**src/rtl/pipeline_ctrl_pkg.sv**
```systemverilog
// Shared types and constants for the 5-stage pipeline control path.
// BUBBLE_INST is the instruction word the stage registers load on a flush.
package pipeline_ctrl_pkg;

   typedef enum logic [1:0] {
      S_INIT    = 2'd0,
      S_RUN     = 2'd1,
      S_MEMWAIT = 2'd2,
      S_ERR     = 2'd3
   } state_t;

   localparam logic [1:0] FWD_RF    = 2'b00;
   localparam logic [1:0] FWD_EXMEM = 2'b01;
   localparam logic [1:0] FWD_MEMWB = 2'b10;

   localparam logic [31:0] BUBBLE_INST = 32'h0000_0033;

endpackage

```
**src/rtl/pipeline_hazard_ctrl_fwd_unit.sv**
```systemverilog
// EX-stage operand forwarding selects for rs1 and rs2.
// The younger EX/MEM result wins over the MEM/WB result.
module fwd_unit
   import pipeline_ctrl_pkg::*;
(
   input  logic [4:0] ex_rs1_addr,
   input  logic [4:0] ex_rs2_addr,
   input  logic [4:0] mem_rd_addr,
   input  logic       mem_regwrite,
   input  logic [4:0] wb_rd_addr,
   input  logic       wb_regwrite,
   output logic [1:0] fwd_a,
   output logic [1:0] fwd_b
);

   logic [4:0] src_addr [2];
   logic [1:0] sel      [2];

   assign src_addr[0] = ex_rs1_addr;
   assign src_addr[1] = ex_rs2_addr;

   genvar gi;
   generate
      for (gi = 0; gi < 2; gi++) begin : g_operand
         always_comb begin
            sel[gi] = FWD_RF;
            if (mem_regwrite && (mem_rd_addr != 5'd0) && (mem_rd_addr == src_addr[gi]))
               sel[gi] = FWD_EXMEM;
            else if (wb_regwrite && (wb_rd_addr != 5'd0) && (wb_rd_addr == src_addr[gi]))
               sel[gi] = FWD_MEMWB;
         end
      end
   endgenerate

   assign fwd_a = sel[0];
   assign fwd_b = sel[1];

endmodule

```
**src/rtl/pipeline_hazard_ctrl.sv**
```systemverilog
// Hazard/sequencing controller: warm-up, load-use stalls, redirects,
// data-memory waits with timeout, forwarding selects and perf counters.
module pipeline_hazard_ctrl
   import pipeline_ctrl_pkg::*;
#(
   parameter int INIT_CYCLES = 4,
   parameter int TIMEOUT     = 255,
   parameter int CNT_W       = 32
)(
   input  logic             clk,
   input  logic             rst,
   input  logic [4:0]       id_rs1_addr,
   input  logic [4:0]       id_rs2_addr,
   input  logic             id_uses_rs1,
   input  logic             id_uses_rs2,
   input  logic [4:0]       ex_rd_addr,
   input  logic             ex_memread,
   input  logic             ex_regwrite,
   input  logic [4:0]       ex_rs1_addr,
   input  logic [4:0]       ex_rs2_addr,
   input  logic             ex_redirect,
   input  logic [4:0]       mem_rd_addr,
   input  logic             mem_regwrite,
   input  logic             mem_req,
   input  logic             mem_ready,
   input  logic [4:0]       wb_rd_addr,
   input  logic             wb_regwrite,
   output logic             pc_en,
   output logic             ifid_en,
   output logic             idex_en,
   output logic             exmem_en,
   output logic             memwb_en,
   output logic             ifid_flush,
   output logic             idex_flush,
   output logic             exmem_flush,
   output logic             memwb_flush,
   output logic [1:0]       fwd_a,
   output logic [1:0]       fwd_b,
   output logic             mem_timeout,
   output logic [CNT_W-1:0] stall_cnt,
   output logic [CNT_W-1:0] flush_cnt
);

   localparam int INIT_W = (INIT_CYCLES > 1) ? $clog2(INIT_CYCLES) : 1;
   localparam int WAIT_W = $clog2(TIMEOUT + 1);
   localparam logic [INIT_W-1:0] INIT_LAST = INIT_W'(INIT_CYCLES - 1);
   localparam logic [WAIT_W-1:0] WAIT_MAX  = WAIT_W'(TIMEOUT);

   state_t            state_reg, state_next;
   logic [INIT_W-1:0] init_cnt_reg, init_cnt_next;
   logic [WAIT_W-1:0] wait_cnt_reg, wait_cnt_next;
   logic              stall_inc, flush_inc, load_use;

   assign load_use = ex_memread && ex_regwrite && (ex_rd_addr != 5'd0) &&
                     ((id_uses_rs1 && (id_rs1_addr == ex_rd_addr)) ||
                      (id_uses_rs2 && (id_rs2_addr == ex_rd_addr)));

   always_comb begin
      state_next    = state_reg;
      init_cnt_next = init_cnt_reg;
      wait_cnt_next = wait_cnt_reg;
      stall_inc     = 1'b0;
      flush_inc     = 1'b0;
      pc_en         = 1'b1;
      ifid_en       = 1'b1;
      idex_en       = 1'b1;
      exmem_en      = 1'b1;
      memwb_en      = 1'b1;
      ifid_flush    = 1'b0;
      idex_flush    = 1'b0;
      exmem_flush   = 1'b0;
      memwb_flush   = 1'b0;

      case (state_reg)
         S_INIT: begin
            {pc_en, ifid_en, idex_en, exmem_en, memwb_en} = '0;
            {ifid_flush, idex_flush, exmem_flush, memwb_flush} = '1;
            if (init_cnt_reg == INIT_LAST)
               state_next = S_RUN;
            else
               init_cnt_next = init_cnt_reg + 1'b1;
         end
         S_RUN, S_MEMWAIT: begin
            // An outstanding wait keeps the pipe frozen whatever mem_req does now.
            if (!mem_ready && (mem_req || (state_reg == S_MEMWAIT))) begin
               {pc_en, ifid_en, idex_en, exmem_en} = '0;
               memwb_flush   = 1'b1;
               stall_inc     = 1'b1;
               wait_cnt_next = wait_cnt_reg + 1'b1;
               state_next    = (wait_cnt_next >= WAIT_MAX) ? S_ERR : S_MEMWAIT;
            end else begin
               state_next    = S_RUN;
               wait_cnt_next = '0;
               if (ex_redirect) begin
                  ifid_flush = 1'b1;
                  idex_flush = 1'b1;
                  flush_inc  = 1'b1;
               end else if (load_use) begin
                  pc_en      = 1'b0;
                  ifid_en    = 1'b0;
                  idex_flush = 1'b1;
                  stall_inc  = 1'b1;
               end
            end
         end
         default: begin
            {pc_en, ifid_en, idex_en, exmem_en, memwb_en} = '0;
            memwb_flush = 1'b1;
         end
      endcase

      if (rst) begin
         {pc_en, ifid_en, idex_en, exmem_en, memwb_en} = '0;
         {ifid_flush, idex_flush, exmem_flush, memwb_flush} = '1;
      end
   end

   always_ff @(posedge clk or posedge rst) begin
      if (rst) begin
         state_reg    <= S_INIT;
         init_cnt_reg <= '0;
         wait_cnt_reg <= '0;
         stall_cnt    <= '0;
         flush_cnt    <= '0;
         mem_timeout  <= 1'b0;
      end else begin
         state_reg    <= state_next;
         init_cnt_reg <= init_cnt_next;
         wait_cnt_reg <= wait_cnt_next;
         if (stall_inc)
            stall_cnt <= stall_cnt + 1'b1;
         if (flush_inc)
            flush_cnt <= flush_cnt + 1'b1;
         if (state_next == S_ERR)
            mem_timeout <= 1'b1;
      end
   end

   fwd_unit u_fwd (
      .ex_rs1_addr  (ex_rs1_addr),
      .ex_rs2_addr  (ex_rs2_addr),
      .mem_rd_addr  (mem_rd_addr),
      .mem_regwrite (mem_regwrite),
      .wb_rd_addr   (wb_rd_addr),
      .wb_regwrite  (wb_regwrite),
      .fwd_a        (fwd_a),
      .fwd_b        (fwd_b)
   );

endmodule

```
**config.mk**
```make
export PLATFORM = sky130hd
export DESIGN_NAME = pipeline_hazard_ctrl
export DESIGN_NICKNAME = d
export VERILOG_FILES = /design/src/rtl/pipeline_ctrl_pkg.sv /design/src/rtl/pipeline_hazard_ctrl_fwd_unit.sv /design/src/rtl/pipeline_hazard_ctrl.sv
export SDC_FILE = /design/constraint.sdc
export NUM_CORES = 1
export LEC_CHECK = 0
export ABC_AREA = 1
export BUFFER_PORTS_ARGS = -buffer_cell sky130_fd_sc_hd__buf_2
export CAP_MARGIN = 20
export CORE_MARGIN = 2
export CORE_UTILIZATION = 59
export CTS_CLUSTER_SIZE = 25
export DETAILED_ROUTE_END_ITERATION = 8
export GPL_TIMING_DRIVEN = 0
export PLACE_DENSITY = 0.95
export SYNTH_ARGS = -nofsm -noshare
export SYNTH_HDL_FRONTEND = slang
export SYNTH_SLANG_ARGS = --single-unit
```
**constraint.sdc**
```tcl
create_clock -name clk -period 5.14 [get_ports clk]
set_input_delay 0.257 -clock clk [delete_from_list [all_inputs] [get_ports clk]]
set_output_delay 0.257 -clock clk [all_outputs]
set_load 0.005 [all_outputs]
```
==> Word level (Yosys, flattened, before mapping) <==
Cells that the tools add are included.
{ "totals": {"ff_bits": 77, "latchBits": 0, "ramBits": 0, "romBits": 0, "input_bits": 46, "output_inout_bits": 78, "word_cells": 80, "memories": 0} }
{ "op_classes": {"addsub": 4, "multipliers": 0, "div_mod_pow": 0, "magnitude_cmp": 1, "eq_ne": 10, "n_shift": 0, "muxes": 37, "bitwise_logic": 1, "n_reduce_logical": 21} }
{ "op_table": {"columns": ["cell", "count"], "rows": [
  ["adder 32 x 1 -> 32 bit, second input constant", 2],
  ["equality test 5 bit", 6],
  ["2-to-1 mux 1 bit", 27],
  ["nonzero test 5 bit", 3],
  ["logical AND 1 bit", 12],
  ["2-to-1 mux 2 bit", 6],
  ["adder 8 x 1 -> 8 bit, second input constant", 1],
  [">= comparator 8 bit, second input constant", 1],
  ["2-to-1 mux 8 bit", 1],
  ["equality test 2 bit, second input constant", 3],
  ["case mux 1 bit (2 select lines)", 2],
  ["case mux 2 bit (2 select lines)", 1],
  ["adder 2 x 1 -> 2 bit, second input constant", 1],
  ["equality test 2 x 1 -> 1 bit, second input constant", 1],
  ["logical NOT 2 bit", 1],
  ["logical OR 1 bit", 2],
  ["AND reduction 2 bit", 1],
  ["OR reduction 2 bit", 1],
  ["logical NOT 1 bit", 1],
  ["NOT 1 bit", 1]
]} }

==> Logic depth before layout (Yosys ltp) <==
Gate-level depths: netlist of the first run.
{ "depth": {"ltp_word": 9, "depth_mapped": 11, "depth_no_buf": 11} }

==> Modules after synthesis <==
From an unflattened synthesis of the first run, not the netlist that was laid out.
{ "unflattened": {"cells_unflattened": 821, "area_unflattened_um2": 5601.6} }
{ "modules_own_cells": {"columns": ["module", "n_inst", "cells_per_inst", "area_each_um2", "seq_area_each_um2"], "rows": [
  ["pipeline_hazard_ctrl", 1, 740, 5235.0, 1926.8],
  ["fwd_unit", 1, 81, 366.6, 0.0]
]} }

==> Worst setup path after synthesis of the first run <==
No wires, ideal clock.
{ "synth_path": {"path_kind": "input to output", "startpoint": "in rst", "endpoint": "out idex_flush", "t_arrival_ns": 2.311, "t_required_ns": 4.883, "setup_slack_ns": 2.572, "stages": 4, "path_buffers": 0, "path_cell_list": "inv_1 > nand3_1 > o21ai_0 > o21ai_0"} }
{ "synth_between": {"elab_chain_cells": 1} }
{ "synth_rtl": {"columns": ["element", "line_no", "text"], "rows": [
  ["from (decl)", "pipeline_hazard_ctrl.sv:11", "input logic rst,"],
  ["2-to-1 mux 1 bit", "pipeline_hazard_ctrl.sv:112", "if (rst) begin"],
  ["to (decl)", "pipeline_hazard_ctrl.sv:34", "output logic idex_flush,"]
]} }
No other way between the ends.

==> Worst setup path after layout of the first run <==
{ "layout_path": {"startpoint": "reg state_reg[0]", "endpoint": "out idex_flush"} }
{ "layout_between": {"elab_chain_cells": 6, "elab_cells_between_ends": 9, "cone_classes": "eq/ne (2); mux (3); reduce/logical (4)"} }
{ "layout_rtl": {"columns": ["element", "line_no", "text"], "rows": [
  ["from (decl)", "pipeline_hazard_ctrl.sv:49", "state_t state_reg, state_next;"],
  ["from (signal assigned)", "pipeline_hazard_ctrl.sv:127", "state_reg <= state_next;"],
  ["equality test 2 bit", "pipeline_hazard_ctrl.sv:74, pipeline_hazard_ctrl.sv:85", null],
  ["logical OR 1 bit", "pipeline_hazard_ctrl.sv:85", "if (!mem_ready && (mem_req || (state_reg == S_MEMWAIT))) begin"],
  ["logical AND 1 bit", "pipeline_hazard_ctrl.sv:85", null],
  ["2-to-1 mux 1 bit", "pipeline_hazard_ctrl.sv:85", null],
  ["case mux 1 bit (2 select lines) (*)", "pipeline_hazard_ctrl.sv:74", "case (state_reg)"],
  ["2-to-1 mux 1 bit (*)", "pipeline_hazard_ctrl.sv:112", null]
]} }
Mark *: on every way between the ends. The rest lies on a longest branch, timed or not.

==> flow_summary_export.csv, run 1 <==
group,metric,value,unit
status,status,"finished clean",
cts,numCtsBuffers,9,
worst_setup_path,cpPeakStageDelay,410,ps
power_and_ir_drop,power.internal,1.16,mW
route,final_antenna_net_count,0,
cells_and_area,area_growth,18.1,%
worst_setup_path,slowest_stage,"dfrtp_1",
floorplanning,core_area,9110,sq um
cells_and_area,fin_cells,1033,
cts,clock_insertion_delay_worst_skew,370,ps
worst_setup_path,critical_path.cell_chain,"inv_1 -> ha_1 -> nor2_1 -> nor2_1 -> nor2_2 -> nand2_1 -> buf_2 -> nand3_1 -> o21ai_0 -> o21ai_0 -> buf_2",
floorplanning,dieArea,10000,sq um
route,num_vias,5815,
timing,fin_worst_skew,12.1,ps
placed_design,gp_congestion,0.973,
floorplanning,io_pins,124,
cts,clk_pin_slew_worst_paths,80,ps
global_route,grt_max_degree,72,
power_and_ir_drop,power_frac_seq,38.9,%
synthesis,yosysTopAreaCellShare,35.4,%
worst_setup_path,startpoint_type,"flip-flop",
synthesis,synth_nets,835,
global_route,grt_pass1_vias,5405,
synthesis,synth_top_cell_by_area,"dfrtp_1",
floorplanning,die_y,100,um
timing,period_minus_slack,2640,ps
timing,fin_crit_sh,51.4,%
placed_design,port_buffers,123,
cts,cts.sinks,77,
cts,cts_tree,"built",
synthesis,ys_seq_area_share,35.4,%
floorplanning,die_x,100,um
worst_setup_path,cp_max_fo,10,
timing,rsz0062_at_grt,"no",
job,cap_violations,0,
cts,cts_resized,0,
global_route,gr-usage-all-layers,30.2,%
hold_path,hold_path_class,"primary input to flip-flop",
power_and_ir_drop,cellLeakagePower,3.39,nW
cells_and_area,nets,971,
cts,clk_path_buf_depth,2,
cells_and_area,n_antenna_cell,0,
global_route,grt_overflow_total,0,
timing,slew_viol_final,0,
cells_and_area,layout-drive-gt1-share,21.3,%
power_and_ir_drop,switching_power,0.811,mW
floorplanning,start_util,59.8,%
timing,max_freq,0.378,GHz
synthesis,synth_seq_cells,77,
power_and_ir_drop,ir_drop,0.000276,V
synthesis,yosysWarnings,0,
route,via_per_inst,5.63,
cts,cts-root-buf,"clkbuf_8",
synthesis,avgSynthCellArea,6.98,sq um
route,dr.pass1.iters,5,
route,drc_errors,0,
cells_and_area,post-route-util,70.6,%
power_and_ir_drop,clock_power_share,24.0,%
worst_setup_path,crit_type,"flip-flop to output port",
timing,tns,0,ps
worst_setup_path,cp-end-kind,"output port",
synthesis,synth_area_leaders,"dfrtp_1 (35%), nand2_1 (17%), nand3_1 (8.1%)",
synthesis,netlist_area,5450,sq um
placed_design,dp_cells,1016,
cts,cts.htree.levels,3,
power_and_ir_drop,pwr-share-comb,37.1,%
timing,max_slew_margin,63.6,%
timing,finalHoldViolations,0,
worst_setup_path,cp.arrival,2390,ps
route,drt_iter0_markers,305,
placed_design,hpwl,11.1,mm
timing,setup_viol,0,
global_route,antenna_found_initial,0,
worst_setup_path,required,4880,ps
power_and_ir_drop,p_sw_share,41.1,%
cts,postCtsSetupBuffers,0,
synthesis,synthCells,781,
route,wl_per_cell,14.4,um
floorplanning,rows,35,
power_and_ir_drop,finalPower,1.97,mW
timing,worstMarginPinSlew,546,ps
route,wl,14.8,mm
synthesis,yosysUniqueCellTypes,33,
global_route,grt_pass1_wl,24.3,mm
power_and_ir_drop,pwr_density_cell,307,nW/um^2
layer usage:
layer | track usage [%] | share of wire [%] | vias up
li1 | - | - | 2752
met1 | 37.2 | 40 | 2709
met2 | 51.6 | 48 | 304
met3 | 5.29 | 8.6 | 50
met4 | 14.5 | 3.2 | 0
met5 | 0 | 0 | -
power groups by stage:
stage                     clock network (mW)  logic, mW  registers, mW
after floorplan                            0      0.471          0.765
after global placement                     0      0.685          0.773
after detailed placement                   0      0.721          0.776
after CTS                              0.470      0.724          0.766
after global routing                   0.496      0.815          0.780
final                                  0.474      0.733          0.768
worst max-delay path: cells and delay by family, from the launching register on:
family | cells | cell delay [ps]
adders and majority gates | 1 | 190
and+or+nand+nor | 5 | 670
DFF | 1 | 410
AOI/OAI and AO/OA | 2 | 230
buffers and inverters | 3 | 520
timing repair:
| item | 4_1_cts | 5_1_grt |
|---|---|---|
| hold endpoints to repair | 8 | 0 |
| setup endpoints to repair | 0 | 0 |
| hold buffers | 1 | 0 |
area by class of cell:
cell class / count / area [sq um]
Buffer: 20 / 124
Clock buffer: 11 / 131
Clock inverter: 5 / 61.3
Fill cell: 747 / 2670
Inverter: 71 / 269
Multi-Input combinational cell: 613 / 3130
Sequential cell: 77 / 1930
Tap cell: 111 / 139
Timing Repair Buffer: 125 / 653
per-stage QoR:
stage / area (sq um) / setup slack (ps) / hold slack, ps
after CTS: 6430 / 2570 / 282
final: 6430 / 2500 / 291
after global placement: 6200 / 1690 / 447
after global routing: 6430 / 2330 / 312
after floorplan: 5450 / 2570 / 448
after detailed placement: 6230 / 2960 / 192
path summary, 6_finish.rpt:
check,slack (ps),start,endpoint,cells past startpoint
worst max-delay path,2500,state_reg[0]$_DFF_PP0_,idex_flush,11
worst min-delay path,290,mem_ready,wait_cnt_reg[4]$_DFFE_PP0N_,4
worst max register to register,3080,state_reg[0]$_DFF_PP0_,stall_cnt[9]$_DFFE_PP0P_,9
worst min register to register,480,mem_timeout$_DFFE_PP0N_,mem_timeout$_DFFE_PP0N_,2
max in group asynchronous,4190,rst,stall_cnt[18]$_DFFE_PP0P_,4
min in group asynchronous,370,rst,state_reg[0]$_DFF_PP0_,3
Yosys cell counts:
cell and n:
nand2_1 252, nor2_1 94, nand3_1 88, dfrtp_1 77, inv_1 65, xor2_1 43
xnor2_1 25, nor3_1 16, o21ai_0 16, nand4_1 14, nand3b_1 13, nand2_2 10
nor2_2 10, buf_2 9, ha_1 8, inv_2 6, buf_4 4, o22ai_1 4
buf_6 3, clkbuf_1 3, nand3_2 3, nor2_4 3, nor3_2 3, nand4_2 2
nor4_1 2, a21boi_0 1, and3_1 1, buf_1 1, mux2_2 1, nand2_4 1
nor3_4 1, o21ai_1 1, o21bai_2 1
cell families after synthesis:
group	after synthesis	share of synthesized area (%)
XOR/XNOR	68	10.9
AND/OR/NAND/NOR	513	42.1
adder cells (fa/ha/maj)	8	1.84
AO/OA/AOI/OAI	23	2.37
multiplexers	1	0.207
buffers and inverters	91	7.17
flip-flops	77	35.4
cells in the final DEF (no fill, tap or decap), types with 2 or more instances in the layout:
cell	instances
inv_2	6
dfrtp_1	77
nand4_2	2
buf_2	132
nand3_1	88
nand2_2	10
nor3_1	16
nand2_1	252
o22ai_1	4
nor2_2	10
inv_1	64
nand3b_1	13
clkbuf_8	9
nor4_1	2
buf_6	3
nor2_1	94
clkbuf_1	5
buf_4	4
ha_1	8
nand4_1	14
clkinv_4	3
nor2_4	3
xnor2_1	25
xor2_1	43
o21ai_0	16
nand3_2	3
nor3_2	3
No activity file was read; power rests on OpenSTA's default activity.
==> run 2: changes to the inputs <==
--- a/config.mk
+++ b/config.mk
@@ -9,11 +9,11 @@
 export BUFFER_PORTS_ARGS = -buffer_cell sky130_fd_sc_hd__buf_2
 export CAP_MARGIN = 20
 export CORE_MARGIN = 2
-export CORE_UTILIZATION = 59
+export CORE_UTILIZATION = 55
 export CTS_CLUSTER_SIZE = 25
 export DETAILED_ROUTE_END_ITERATION = 8
 export GPL_TIMING_DRIVEN = 0
-export PLACE_DENSITY = 0.95
+export PLACE_DENSITY = 0.92
 export SYNTH_ARGS = -nofsm -noshare
 export SYNTH_HDL_FRONTEND = slang
 export SYNTH_SLANG_ARGS = --single-unit
==> constraint.sdc (replaced) <==
create_clock -name clk -period 2.75 [get_ports clk]
set_input_delay 0.1375 -clock clk [delete_from_list [all_inputs] [get_ports clk]]
set_output_delay 0.1375 -clock clk [all_outputs]
set_load 0.005 [all_outputs]
==> run 2 against run 1 <==
Against the previous run:
- die area increased by 7.0%
- clock power up 86%
- first-iteration DRC count decreased by 7.9%
- sequential share of layout area down 0.16 points
- flip-flop and latch count unchanged
- critical path type unchanged
- largest cell class unchanged
==> flow_summary_export.csv, run 2 (same netlist as run 1, synthesis figures left out) <==
group,metric,value,unit
route,wl,13.8,mm
cells_and_area,layout-drive-gt1-share,21.4,%
timing,setup_slack,315,ps
global_route,gr-usage-all-layers,26.7,%
timing,setup_viol,0,
cts,cts_resized,0,
cells_and_area,final_cell_mix,"nand2_1 (252), buf_2 (132), nor2_1 (94), nand3_1 (88), dfrtp_1 (77)",
floorplanning,rows,36,
placed_design,pre_cts_ws,726,ps
route,dr.pass1.iters,7,
timing,period_minus_slack,2440,ps
worst_setup_path,cp.arrival,2300,ps
floorplanning,die_x,104,um
worst_setup_path,cp-end-kind,"output port",
cells_and_area,nFillCells,804,
timing,tns,0,ps
cts,clk_pin_slew_worst_paths,80,ps
global_route,grt_pass1_vias,5344,
floorplanning,dieArea,10700,sq um
worst_setup_path,required,2610,ps
timing,fin_worst_skew,11.4,ps
timing,rsz0062_at_grt,"no",
hold_path,whs_path_depth,4,
timing,max_freq,0.411,GHz
cells_and_area,fin_area,6470,sq um
timing,slew_viol_final,0,
route,via_per_inst,5.29,
timing,fin_crit_sh,88.6,%
placed_design,gp_congestion,0.986,
cells_and_area,post-route-util,66.8,%
status,status,"finished clean",
route,drc_errors,0,
global_route,grt_overflow_total,0,
timing,worstMarginPinSlew,497,ps
cts,clock_insertion_delay_worst_skew,360,ps
route,wl_per_cell,13.1,um
route,num_vias,5584,
worst_setup_path,critical_path.cell_chain,"inv_1 -> ha_1 -> nor2_1 -> nor2_1 -> nor2_2 -> nand2_1 -> buf_2 -> nand3_1 -> o21ai_0 -> o21ai_0 -> buf_2",
cts,numCtsBuffers,9,
hold_path,hold_path_class,"primary input to flip-flop",
cts,cts-root-buf,"clkbuf_8",
cells_and_area,mostFrequentLayoutCell,"nand2_1",
job,cap_violations,0,
placed_design,port_buffers,123,
floorplanning,core_area,9680,sq um
power_and_ir_drop,pwr_density_cell,567,nW/um^2
worst_setup_path,crit_type,"flip-flop to output port",
worst_setup_path,path_buf_inv,3,
cts,cts.sinks,77,
global_route,antenna_found_initial,0,
cells_and_area,regArea,1930,sq um
cells_and_area,multi_input_area,3130,sq um
timing,max_slew_margin,66.8,%
floorplanning,die_y,104,um
cts,clk_path_buf_depth,2,
worst_setup_path,startpoint_type,"flip-flop",
worst_setup_path,cp_top_family,"simple AND/OR/NAND/NOR gates",
global_route,grt_max_degree,75,
worst_setup_path,slowest_stage,"dfrtp_1",
placed_design,hpwl,10.7,mm
cells_and_area,n_antenna_cell,0,
power_and_ir_drop,cellLeakagePower,3.39,nW
floorplanning,io_pins,124,
cells_and_area,area_growth,18.8,%
route,final_antenna_net_count,0,
floorplanning,start_util,56.3,%
power_and_ir_drop,ir_drop,0.000517,V
worst_setup_path,rr_worst_depth,9,
cts,cts_tree,"built",
global_route,grt_pass1_wl,23.7,mm
worst_setup_path,cp_max_fo,10,
route,drt_iter0_markers,281,
worst_setup_path,cpPeakStageDelay,410,ps
cells_and_area,nets,971,
worst_setup_path,critical_path_depth,11,
placed_design,dpl_cell_area,6260,sq um
cts,cts.htree.levels,3,
timing,finalHoldViolations,0,
## run 2: tightest hold or removal path: stages
cell,delay (ps)
buf_2,100
nor2_1,90
nand3_1,90
o21ai_0,70
## run 2: where the power goes
group          switching [mW]  internal (mW)
Combinational           0.875          0.483
Sequential              0.165           1.27
Clock                   0.436          0.446
Total                    1.48           2.20
## run 2: layer usage
layer	GRT usage, %	wire (um)	up-vias
li1	-	-	2755
met1	32.6	5690	2544
met5	0	0	-
met4	11.7	411	0
met2	45.9	6740	243
met3	5.16	989	42
## run 2: worst paths after layout
check / from / to / slack, ps
max in group asynchronous: rst / stall_cnt[23]$_DFFE_PP0P_ / 1980
min in group asynchronous: rst / mem_timeout$_DFFE_PP0N_ / 220
setup reg to reg: state_reg[0]$_DFF_PP0_ / stall_cnt[9]$_DFFE_PP0P_ / 740
hold reg to reg: mem_timeout$_DFFE_PP0N_ / mem_timeout$_DFFE_PP0N_ / 470
setup / recovery: state_reg[0]$_DFF_PP0_ / idex_flush / 310
hold / removal: mem_ready / wait_cnt_reg[4]$_DFFE_PP0N_ / 160
## run 2: repair_timing
item                                   4_1_cts  5_1_grt
endpoints found under the hold margin       77        0
hold buffers                                 1        0
setup buffers                                0        0
## run 2: layout make-up
type	instances	area share [%]
inverter	71	4.16
buffer	20	1.91
tap	133	2.57
multi-input combinational	613	48.4
timing repair buffer	125	10.1
clock buffer	11	2.19
clock inverter	5	0.909
sequential	77	29.8
## run 2: through the flow
stage	instances	total power, mW	hold WS [ps]
global route	1055	3.91	199
floorplan	781	2.31	306
detailed placement	1038	2.80	50.5
CTS	1055	3.68	140
global placement	1037	2.73	444
finish	1055	3.67	160
